### src/rtl/voice_scheduler_pkg.sv
// Shared definitions for the voice scheduler.
// Holds the default voice count, phase width, wave-table address/data widths,
// the key-id width and the sweep FSM state encoding.
package voice_scheduler_pkg;
    localparam int NVOICE_DEF  = 4;
    localparam int PHASE_W_DEF = 16;
    localparam int TSEL_W      = 6;
    localparam int WAVE_W      = 16;
    localparam int ID_W        = 4;

    typedef enum logic [1:0] {
        S_IDLE = 2'd0,
        S_SEL  = 2'd1,
        S_ACC  = 2'd2,
        S_OUT  = 2'd3
    } state_t;
endpackage

### src/rtl/voice_scheduler_alloc.sv
// voice_alloc: combinational voice lookup.
// Ports:
//   active     in  per-voice active flags
//   ids        in  per-voice key ids
//   note_id    in  key being requested / released
//   free_found out some voice is inactive
//   free_idx   out lowest-index inactive voice
//   match      out active voices whose id equals note_id
module voice_alloc
    import voice_scheduler_pkg::*;
#(
    parameter int NVOICE = NVOICE_DEF,
    parameter int VW     = 2
) (
    input  logic [NVOICE-1:0]           active,
    input  logic [NVOICE-1:0][ID_W-1:0] ids,
    input  logic [ID_W-1:0]             note_id,
    output logic                        free_found,
    output logic [VW-1:0]               free_idx,
    output logic [NVOICE-1:0]           match
);

    // Scan from the top down so the lowest free index is the last one written.
    always_comb begin
        free_found = 1'b0;
        free_idx   = '0;
        match      = '0;
        for (int i = NVOICE - 1; i >= 0; i--) begin
            if (!active[i]) begin
                free_found = 1'b1;
                free_idx   = VW'(i);
            end
            match[i] = active[i] && (ids[i] == note_id);
        end
    end

endmodule

### src/rtl/voice_scheduler.sv
// voice_scheduler: time-multiplexes NVOICE phase-accumulator voices onto one
// shared wave table and mixes them into a single sample per sample_tick.
// Ports:
//   clk, rst_n     clock, async active-low reset
//   sample_tick    start one mix sweep (ignored and flagged when busy)
//   note_on/off    allocate / release a voice for note_id (note_inc on note_on)
//   table_select   wave-table address for the voice being visited
//   table_wave     signed table data, combinational from table_select
//   sample_out     registered mixed sample, sample_valid pulses on update
//   tick_overrun   pulses the cycle after a tick arrives outside IDLE
//   voice_busy     per-voice active flags
module voice_scheduler
    import voice_scheduler_pkg::*;
#(
    parameter int NVOICE  = NVOICE_DEF,
    parameter int PHASE_W = PHASE_W_DEF
) (
    input  logic               clk,
    input  logic               rst_n,
    input  logic               sample_tick,
    input  logic               note_on,
    input  logic               note_off,
    input  logic [3:0]         note_id,
    input  logic [PHASE_W-1:0] note_inc,
    output logic [5:0]         table_select,
    input  logic [15:0]        table_wave,
    output logic [15:0]        sample_out,
    output logic               sample_valid,
    output logic               tick_overrun,
    output logic [NVOICE-1:0]  voice_busy
);

    localparam int SH    = $clog2(NVOICE);
    localparam int VW    = (NVOICE > 1) ? $clog2(NVOICE) : 1;
    localparam int ACC_W = WAVE_W + SH;
    localparam logic [VW-1:0] LAST = VW'(NVOICE - 1);

    state_t                       state, state_n;
    logic [VW-1:0]                v;
    logic signed [ACC_W-1:0]      acc;
    logic signed [ACC_W-1:0]      wave_ext;
    logic signed [ACC_W-1:0]      sh_acc;

    logic [NVOICE-1:0]            active;
    logic [NVOICE-1:0][ID_W-1:0]  ids;
    logic [NVOICE-1:0][PHASE_W-1:0] inc;
    logic [NVOICE-1:0][PHASE_W-1:0] phase;
    logic [VW-1:0]                steal_ptr;

    logic                         free_found;
    logic [VW-1:0]                free_idx;
    logic [NVOICE-1:0]            match;
    logic [NVOICE-1:0]            load;
    logic [NVOICE-1:0]            off_clr;
    logic                         steal;
    logic [PHASE_W-1:0]           cur_phase;

    voice_alloc #(
        .NVOICE (NVOICE),
        .VW     (VW)
    ) u_alloc (
        .active     (active),
        .ids        (ids),
        .note_id    (note_id),
        .free_found (free_found),
        .free_idx   (free_idx),
        .match      (match)
    );

    // note_on and note_off share note_id, so a same-cycle pair always names
    // the same key and the release takes precedence.
    always_comb begin
        load    = '0;
        off_clr = '0;
        steal   = 1'b0;
        if (note_off)
            off_clr = match;
        if (note_on && !note_off) begin
            if (|match)
                load = match;              // retrigger, no new allocation
            else if (free_found)
                load[free_idx] = 1'b1;
            else begin
                load[steal_ptr] = 1'b1;
                steal           = 1'b1;
            end
        end
    end

    always_ff @(posedge clk or negedge rst_n) begin
        if (!rst_n)
            state <= S_IDLE;
        else
            state <= state_n;
    end

    always_comb begin
        state_n = state;
        case (state)
            S_IDLE:  if (sample_tick) state_n = S_SEL;
            S_SEL:   state_n = S_ACC;
            S_ACC:   state_n = (v == LAST) ? S_OUT : S_SEL;
            S_OUT:   state_n = S_IDLE;
            default: state_n = S_IDLE;
        endcase
    end

    // Address stays on the visited voice through ACC so table_wave is stable
    // when it is accumulated.
    assign cur_phase    = phase[v];
    assign table_select = (state == S_SEL || state == S_ACC) ?
                          cur_phase[PHASE_W-1 -: TSEL_W] : '0;
    assign wave_ext     = ACC_W'(signed'(table_wave));
    assign sh_acc       = acc >>> SH;
    assign voice_busy   = active;

    always_ff @(posedge clk or negedge rst_n) begin
        if (!rst_n) begin
            v            <= '0;
            acc          <= '0;
            sample_out   <= '0;
            sample_valid <= 1'b0;
            tick_overrun <= 1'b0;
            steal_ptr    <= '0;
        end else begin
            sample_valid <= 1'b0;
            tick_overrun <= sample_tick && (state != S_IDLE);
            case (state)
                S_IDLE: if (sample_tick) begin
                    acc <= '0;
                    v   <= '0;
                end
                S_ACC: begin
                    if (active[v])
                        acc <= acc + wave_ext;
                    if (v != LAST)
                        v <= v + 1'b1;
                end
                S_OUT: begin
                    sample_out   <= sh_acc[WAVE_W-1:0];
                    sample_valid <= 1'b1;
                end
                default: ;
            endcase
            if (steal)
                steal_ptr <= (steal_ptr == LAST) ? '0 : steal_ptr + 1'b1;
        end
    end

    // Per-voice state. A load overrides both release and phase advance so a
    // voice (re)allocated mid-sweep always starts from phase 0.
    always_ff @(posedge clk or negedge rst_n) begin
        if (!rst_n) begin
            active <= '0;
            ids    <= '0;
            inc    <= '0;
            phase  <= '0;
        end else begin
            for (int i = 0; i < NVOICE; i++) begin
                if (state == S_ACC && v == VW'(i) && active[i])
                    phase[i] <= phase[i] + inc[i];
                if (off_clr[i])
                    active[i] <= 1'b0;
                if (load[i]) begin
                    active[i] <= 1'b1;
                    ids[i]    <= note_id;
                    inc[i]    <= note_inc;
                    phase[i]  <= '0;
                end
            end
        end
    end

endmodule
### config.mk
export PLATFORM = sky130hd
export DESIGN_NAME = voice_scheduler
export DESIGN_NICKNAME = d
export VERILOG_FILES = /design/src/rtl/voice_scheduler_pkg.sv /design/src/rtl/voice_scheduler_alloc.sv /design/src/rtl/voice_scheduler.sv
export SDC_FILE = /design/constraint.sdc
export NUM_CORES = 1
export LEC_CHECK = 0
export BUFFER_PORTS_ARGS = -buffer_cell sky130_fd_sc_hd__buf_4
export CORE_ASPECT_RATIO = 0.75
export CORE_MARGIN = 2
export CORE_UTILIZATION = 44
export CTS_CLUSTER_SIZE = 20
export DETAILED_ROUTE_END_ITERATION = 6
export PLACE_DENSITY = 0.68
export SLEW_MARGIN = 5
export SYNTH_ARGS = -nofsm -noshare
export SYNTH_HDL_FRONTEND = slang
export SYNTH_SLANG_ARGS = --single-unit
export TNS_END_PERCENT = 10
### constraint.sdc
create_clock -name clk -period 6.35 [get_ports clk]
set_clock_uncertainty 0.05 [all_clocks]
set_input_delay 1.905 -clock clk [delete_from_list [all_inputs] [get_ports clk]]
set_output_delay 1.905 -clock clk [all_outputs]
set_load 0.005 [all_outputs]
## Word-level counts from Yosys, hierarchy flattened

Cells that the tools add are included.

- Magnitude comparators: 5
- Eq/ne operators: 15
- Muxes and demuxes: 51
- $add $sub $neg: 7
- Reduce and logical (&&, ||, !) cells: 33

Operator list:

| kind | number |
|---|---|
| 2-to-1 mux 16 bit | 9 |
| adder 16 bit | 4 |
| 2-to-1 mux 18 bit | 2 |
| one-hot mux 18 bit (2 select lines) | 1 |
| binary-select mux 16 bit (select 2 bit) | 1 |
| nonzero test 2 bit | 10 |
| 2-to-1 mux 1 bit | 19 |
| adder 18 x 16 -> 18 bit | 1 |
| 2-to-1 mux 2 bit | 9 |
| equality test 4 bit | 4 |
| logical AND 1 bit | 16 |
| 2-to-1 mux 4 bit | 4 |
| equality test 2 bit (second input constant) | 5 |
| less-than comparator 2 x 3 -> 1 bit (second input constant) | 3 |
| inequality test 2 bit (second input constant) | 4 |
| one-hot mux 2 bit (4 select lines) | 1 |
| 2-to-1 mux 6 bit | 1 |
| AND reduction 3 bit | 2 |
| adder 2 x 1 -> 2 bit (second input constant) | 2 |
| demux 1 bit (select 2 bit) | 2 |
| equality test 2 x 1 -> 1 bit (second input constant) | 2 |
| greater-or-equal comparator 2 x 1 -> 1 bit (second input constant) | 2 |
| zero test 2 bit | 2 |
| one-hot mux 2 bit (2 select lines) | 1 |
| other kinds (4) | 4 |

- Word-level logic and storage cells: 134
- Output and inout port bits: 28
- Register bits after elaboration: 190

## Depth between registers and ports, before layout

- Word-level depth: 12
- Gate-level depth with buffers: 10

## Cells and area by module

A second synthesis with hierarchy kept.

- Cells, all modules: 1286
- Area, all modules: 11501.0 um^2

Modules (own cells, without submodules):

| module | area each (um^2) | instances | sequential area each (um^2) | cells each |
|---|---|---|---|---|
| voice_scheduler | 11262.1 | 1 | 4754.6 | 1256 |
| voice_alloc | 239.0 | 1 | 0.0 | 30 |

## Least setup slack after synthesis

Ideal clock, no wire load.

- Path type: input to register
- Start point: input port table_wave[0]
- End point: register acc[10]
- Data arrival time: 3897 ps
- Setup time: 122 ps
- Stages: 10
- Setup slack: 2282 ps
- Cell sequence: ha_1 inv_1 fa_1 nor2b_1 o31a_1 o21ai_0 a21boi_1 o2111a_1 or4_1 a32o_1

- Cells in the longest elaborated chain, start to end: 3

RTL lines:

| item | RTL line | text |
|---|---|---|
| start, declared | voice_scheduler.sv:26 | `input logic [15:0] table_wave,` |
| adder 18 x 16 -> 18 bit | voice_scheduler.sv:135 | `acc <= acc + wave_ext;` |
| 2-to-1 mux 18 bit | voice_scheduler.sv:134 | `if (active[v])` |
| one-hot mux 18 bit (2 select lines) | voice_scheduler.sv:128 | `case (state)` |
| end signal, assigned | voice_scheduler.sv:135 |  |
| end, declared | voice_scheduler.sv:40 | `logic signed [ACC_W-1:0] acc;` |

No other way between the ends. The select of a mux whose other input is x is not followed.
A chain may end at the register's enable or synchronous reset.

## Final worst setup path

- Start point: register v[0]
- End point: output port table_select[2]

- Cells in the longest elaborated chain, start to end: 3

RTL lines:

| item | RTL line | text |
|---|---|---|
| start, declared | voice_scheduler.sv:39 | `logic [VW-1:0] v;` |
| start signal, assigned | voice_scheduler.sv:137 | `v <= v + 1'b1;` |
| binary-select mux 16 bit (select 2 bit) | voice_scheduler.sv:110 | `assign cur_phase = phase[v];` |
| 2-to-1 mux 16 bit (implied by the code) | voice_scheduler.sv:110 |  |
| 2-to-1 mux 6 bit | voice_scheduler.sv:111 | `assign table_select = (state == S_SEL \|\| state == S_ACC) ?` |
| end, declared | voice_scheduler.sv:25 | `output logic [5:0] table_select,` |

No other way between the ends. The select of a mux whose other input is x is not followed.

==> impl_results.rst <==
.. list-table::
   :header-rows: 1

   * - Metric
     - Value
   * - Cell type contributing the most total cell area after synthesis
     - sky130_fd_sc_hd__dfrtp_1
   * - Arrival time of the worst setup path
     - 2.14 ns
   * - Post-layout worst setup margin
     - between 2 and 2.5 ns
   * - Drt initial violations
     - 682
   * - Reg-to-reg setup timing slack
     - 3.38 ns
   * - Total vias in the final route
     - 9526
   * - Total routed wirelength
     - 29.2 mm
   * - Master of the slowest instance on the critical path
     - sky130_fd_sc_hd__dfrtp_1
   * - Routed wl met2
     - 12.5 mm
   * - Unrepaired setup endpoints after global routing
     - no
   * - Drt pass-1 iters
     - 5
   * - Antenna diodes
     - 0
   * - Capturing element type of the critical path
     - primary output
   * - Setup total negative slack
     - 0 ns
   * - Combinational cell fraction of total power
     - 48.7%
   * - Category of the critical setup timing path
     - flop to primary output
   * - Clock transition at the registers of the reported paths
     - about 0.070 ns
   * - Wirelength per Cell
     - roughly 17 µm
   * - Crit-path max cell delay
     - 0.75 ns
   * - Most used DFF post-synth
     - sky130_fd_sc_hd__dfrtp_1
   * - Overall Power
     - about 6300 µW
   * - Global-route wire length before repair
     - 48.1 mm
   * - Sum of overflow across all layers after global routing
     - 0
   * - Mean area per synthesized cell
     - roughly 9.0 µm²
   * - Row count
     - approximately 50
   * - Switching power as a share of total power
     - roughly 42%
   * - Remaining design rule violation count
     - 0
   * - Clock Path Buffers
     - 2
   * - Fraction of the yosys area taken by sequential cells
     - between 40% and 50%
   * - Die boundary height
     - around 150 µm
   * - Effective utilization at floorplan
     - between 40 and 50%
   * - Cells after synthesis
     - 1298
   * - Post-synth EDFFs
     - 0
   * - Dominant cell by count in the synthesized netlist
     - sky130_fd_sc_hd__nand2_1
   * - Post-Syn Nets
     - 1432
   * - Sequential cell fraction of total power
     - around a third
   * - CTS buffer count
     - 17
   * - Overall global routing resource usage
     - roughly 22%
   * - Largest vdd supply drop
     - around 250 µV
   * - Synthesized area
     - 11700 µm²
   * - Fraction of registers with async set or reset after synthesis
     - 100%
   * - Count of input and output buffers
     - just under 70
   * - Horizontal die dimension
     - approximately 190 µm
   * - Largest delay share family, worst path
     - flip-flops
   * - Share of total power in the clock network
     - 17.5%
   * - Antenna Violating Nets Remaining
     - 0
   * - Final Net Count
     - 1465
   * - Number of max-slew violations in the final report
     - 0
   * - Flop and latch count out of synthesis
     - 190
   * - Number of distinct standard cells referenced by the synthesized netlist
     - 75
   * - Clock H-tree levels
     - 4
   * - Type of the tightest min-delay check
     - flop to flop
   * - Placeable core area
     - 26100 µm²
   * - Vias per inst
     - between 5 and 6
   * - Switching component of the power
     - 2650 µW
   * - Number of setup buffers added after CTS
     - 0
   * - Power density over cell area
     - just under 500 nW/µm²
   * - Resize count post-CTS
     - 0
   * - Most instantiated cells after synthesis
     - 278 x sky130_fd_sc_hd__nand2_1, 190 x sky130_fd_sc_hd__dfrtp_1, 99 x sky130_fd_sc_hd__a21oi_1, 88 x sky130_fd_sc_hd__ha_1, 73 x sky130_fd_sc_hd__o21ai_0
   * - Critical path fanouts, max
     - 13
   * - Source-to-sink clock delay at the later pin of the worst-skew pair
     - between 0.4 and 0.5 ns
   * - Number of violations of the max-capacitance limit
     - 0
   * - Root buffer cell
     - sky130_fd_sc_hd__clkbuf_16
   * - Vias in the first global route
     - between 9000 and 10000
   * - Met3 layer wire length in the routed design
     - 1.62 mm
   * - Yosys synthesis warning count
     - 0
   * - Leakage power figure
     - between 0.006 and 0.007 µW
   * - Die Footprint
     - 28000 µm²
   * - Number of antenna violations at the first check in global routing
     - 0
   * - Cells after DPL
     - 1656
   * - Number of fillers in the final layout
     - roughly 2500
   * - CTS sink count
     - 190
   * - Place WS
     - between 1.5 and 2 ns
   * - Post-CTS Hold Fix Bufs
     - 0
   * - Slew @ Worst Pin
     - between 1 and 1.5 ns
   * - Buffers plus inverters on the worst setup path
     - 1
   * - Proportion of netlist area held by the largest area contributor
     - roughly two fifths
   * - Largest net degree at the start of global routing
     - between 100 and 150
   * - Detail Placement HPWL
     - roughly 21 mm
   * - Max transition margin
     - a little under a third
   * - Number of standard cells in the layout, taps in and fillers out
     - 1688
   * - Required time of the critical path
     - approximately 4.4 ns
   * - Top routing layer in use
     - met4
   * - Area added between synthesis and finish
     - 11.3%
   * - Series of cell instances along the critical path
     - mux4_2 > and2_1 > buf_4
   * - Status
     - finished, final reports clean
   * - Most area-consuming cells after synthesis
     - sky130_fd_sc_hd__dfrtp_1 41%, sky130_fd_sc_hd__ha_1 9.4%, sky130_fd_sc_hd__nand2_1 8.9%
   * - Critical path launch point type
     - flop
   * - Final weighted congestion of routability-driven global placement
     - about 0.87
   * - Layout cells sized above 1
     - between 10% and 20%
   * - Period Utilization, post-route
     - 64.4%
   * - Wl on met1
     - around 15 mm
   * - Final Hold Vio Count
     - 0
   * - Final Setup Violations
     - 0
   * - Clock tree from TritonCTS
     - done
   * - Clock period minus worst slack
     - slightly above 4 ns
   * - Number of top-level pins
     - between 60 and 70
   * - Maximum clock frequency
     - about 0.24 GHz
   * - Int Power
     - roughly 3600 µW
flip-flops by register name, indices dropped and copies added, names as in the netlist:
name	flops
steal_ptr	2
state	2
voice_busy	4
phase	64
sample_valid	1
acc	18
sample_out	16
ids	16
inc	64
tick_overrun	1
v	2
logic make-up after synthesis:
kind of cell | count (synthesis) | synth area share [%]
compound gates | 323 | 17.6
xor+xnor | 41 | 3.06
fa+ha+maj | 93 | 10.2
buf+inv | 97 | 3.55
flops | 190 | 40.5
mux | 48 | 5.25
simple gates | 506 | 19.8
layout by cell type, fill, tap and decap left out, types with 5 or more instances in the layout:
master	Yosys	layout
sky130_fd_sc_hd__a21oi_1	99	99
sky130_fd_sc_hd__xnor2_1	25	25
sky130_fd_sc_hd__nor3_1	28	28
sky130_fd_sc_hd__o211ai_1	10	10
sky130_fd_sc_hd__a31oi_1	13	13
sky130_fd_sc_hd__nand4_1	8	8
sky130_fd_sc_hd__nor3b_1	7	7
sky130_fd_sc_hd__a21o_1	28	28
sky130_fd_sc_hd__dfrtp_1	190	190
sky130_fd_sc_hd__or3_1	14	14
sky130_fd_sc_hd__mux4_2	7	7
sky130_fd_sc_hd__xor2_1	16	16
sky130_fd_sc_hd__nand3_1	26	26
sky130_fd_sc_hd__a211oi_1	21	21
sky130_fd_sc_hd__fa_1	5	5
sky130_fd_sc_hd__o31ai_1	8	8
sky130_fd_sc_hd__nand3b_1	10	10
sky130_fd_sc_hd__nand2_1	278	278
sky130_fd_sc_hd__nor2_1	59	59
sky130_fd_sc_hd__o21ai_0	73	73
sky130_fd_sc_hd__or4_1	5	5
sky130_fd_sc_hd__and3_1	15	15
sky130_fd_sc_hd__ha_1	88	88
sky130_fd_sc_hd__inv_1	36	36
sky130_fd_sc_hd__o21a_1	13	13
sky130_fd_sc_hd__mux2_2	34	34
sky130_fd_sc_hd__mux2i_1	6	6
sky130_fd_sc_hd__nor2b_1	16	16
sky130_fd_sc_hd__nand2b_1	11	11
sky130_fd_sc_hd__and2_1	10	10
sky130_fd_sc_hd__o41ai_1	5	5
sky130_fd_sc_hd__clkbuf_16	0	17
sky130_fd_sc_hd__buf_4	4	72
layout make-up:
class / instances / area (µm²) / area share [%]
clock buffers: 17 / 425 / 3.26
clock inverters: 15 / 163 / 1.25
inverters: 37 / 139 / 1.06
multi-input cells: 1011 / 6570 / 50.3
flip-flops and latches: 190 / 4750 / 36.4
well taps: 344 / 430 / 3.30
repair buffers: 74 / 574 / 4.40
power groups by stage:
stage,sequential (µW),combinational [µW],clock [µW]
after floorplan,1980,2370,0
after global placement,2130,2930,0
after detailed placement,2140,3020,0
after CTS,2120,3040,1130
after global routing,2190,3460,1170
final,2130,3060,1100
per-stage QoR:
step | hold slack (ns) | area (µm²) | util (%)
global placement | 0.416 | 12500 | 47.8
floorplan | 0.402 | 11700 | -
finish | 0.440 | 13100 | 50.0
detailed placement | 0.419 | 12500 | 47.8
global route | 0.462 | 13100 | 50.0
CTS | 0.441 | 13100 | 50.0
worst register-to-register path, cell delays in order, from the launching register on:
cell and delay [ns]:
sky130_fd_sc_hd__dfrtp_1 0.41, sky130_fd_sc_hd__inv_1 0.09, sky130_fd_sc_hd__ha_1 0.56, sky130_fd_sc_hd__nand3_1 0.86, sky130_fd_sc_hd__or4_1 0.76, sky130_fd_sc_hd__a31oi_1 0.17
routing by layer:
| layer | up-vias | GRT usage (%) |
|---|---|---|
| li1 | 4679 | - |
| met1 | 4600 | 33.0 |
| met2 | 224 | 31.5 |
| met3 | 23 | 4.08 |
| met4 | 0 | 5.19 |
| met5 | - | 0 |
final timing paths:
path | start | endpoint | cells after the start
min reg2reg | inc[57] | inc[57] | 2
max in group asynchronous | rst_n | phase[54] | 2
max | v[0] | table_select[2] | 3
min in group asynchronous | rst_n | sample_out[10] | 1
max reg2reg | state[0] | phase[44] | 5
min | inc[57] | inc[57] | 2
No activity file was read; power rests on OpenSTA's default activity.
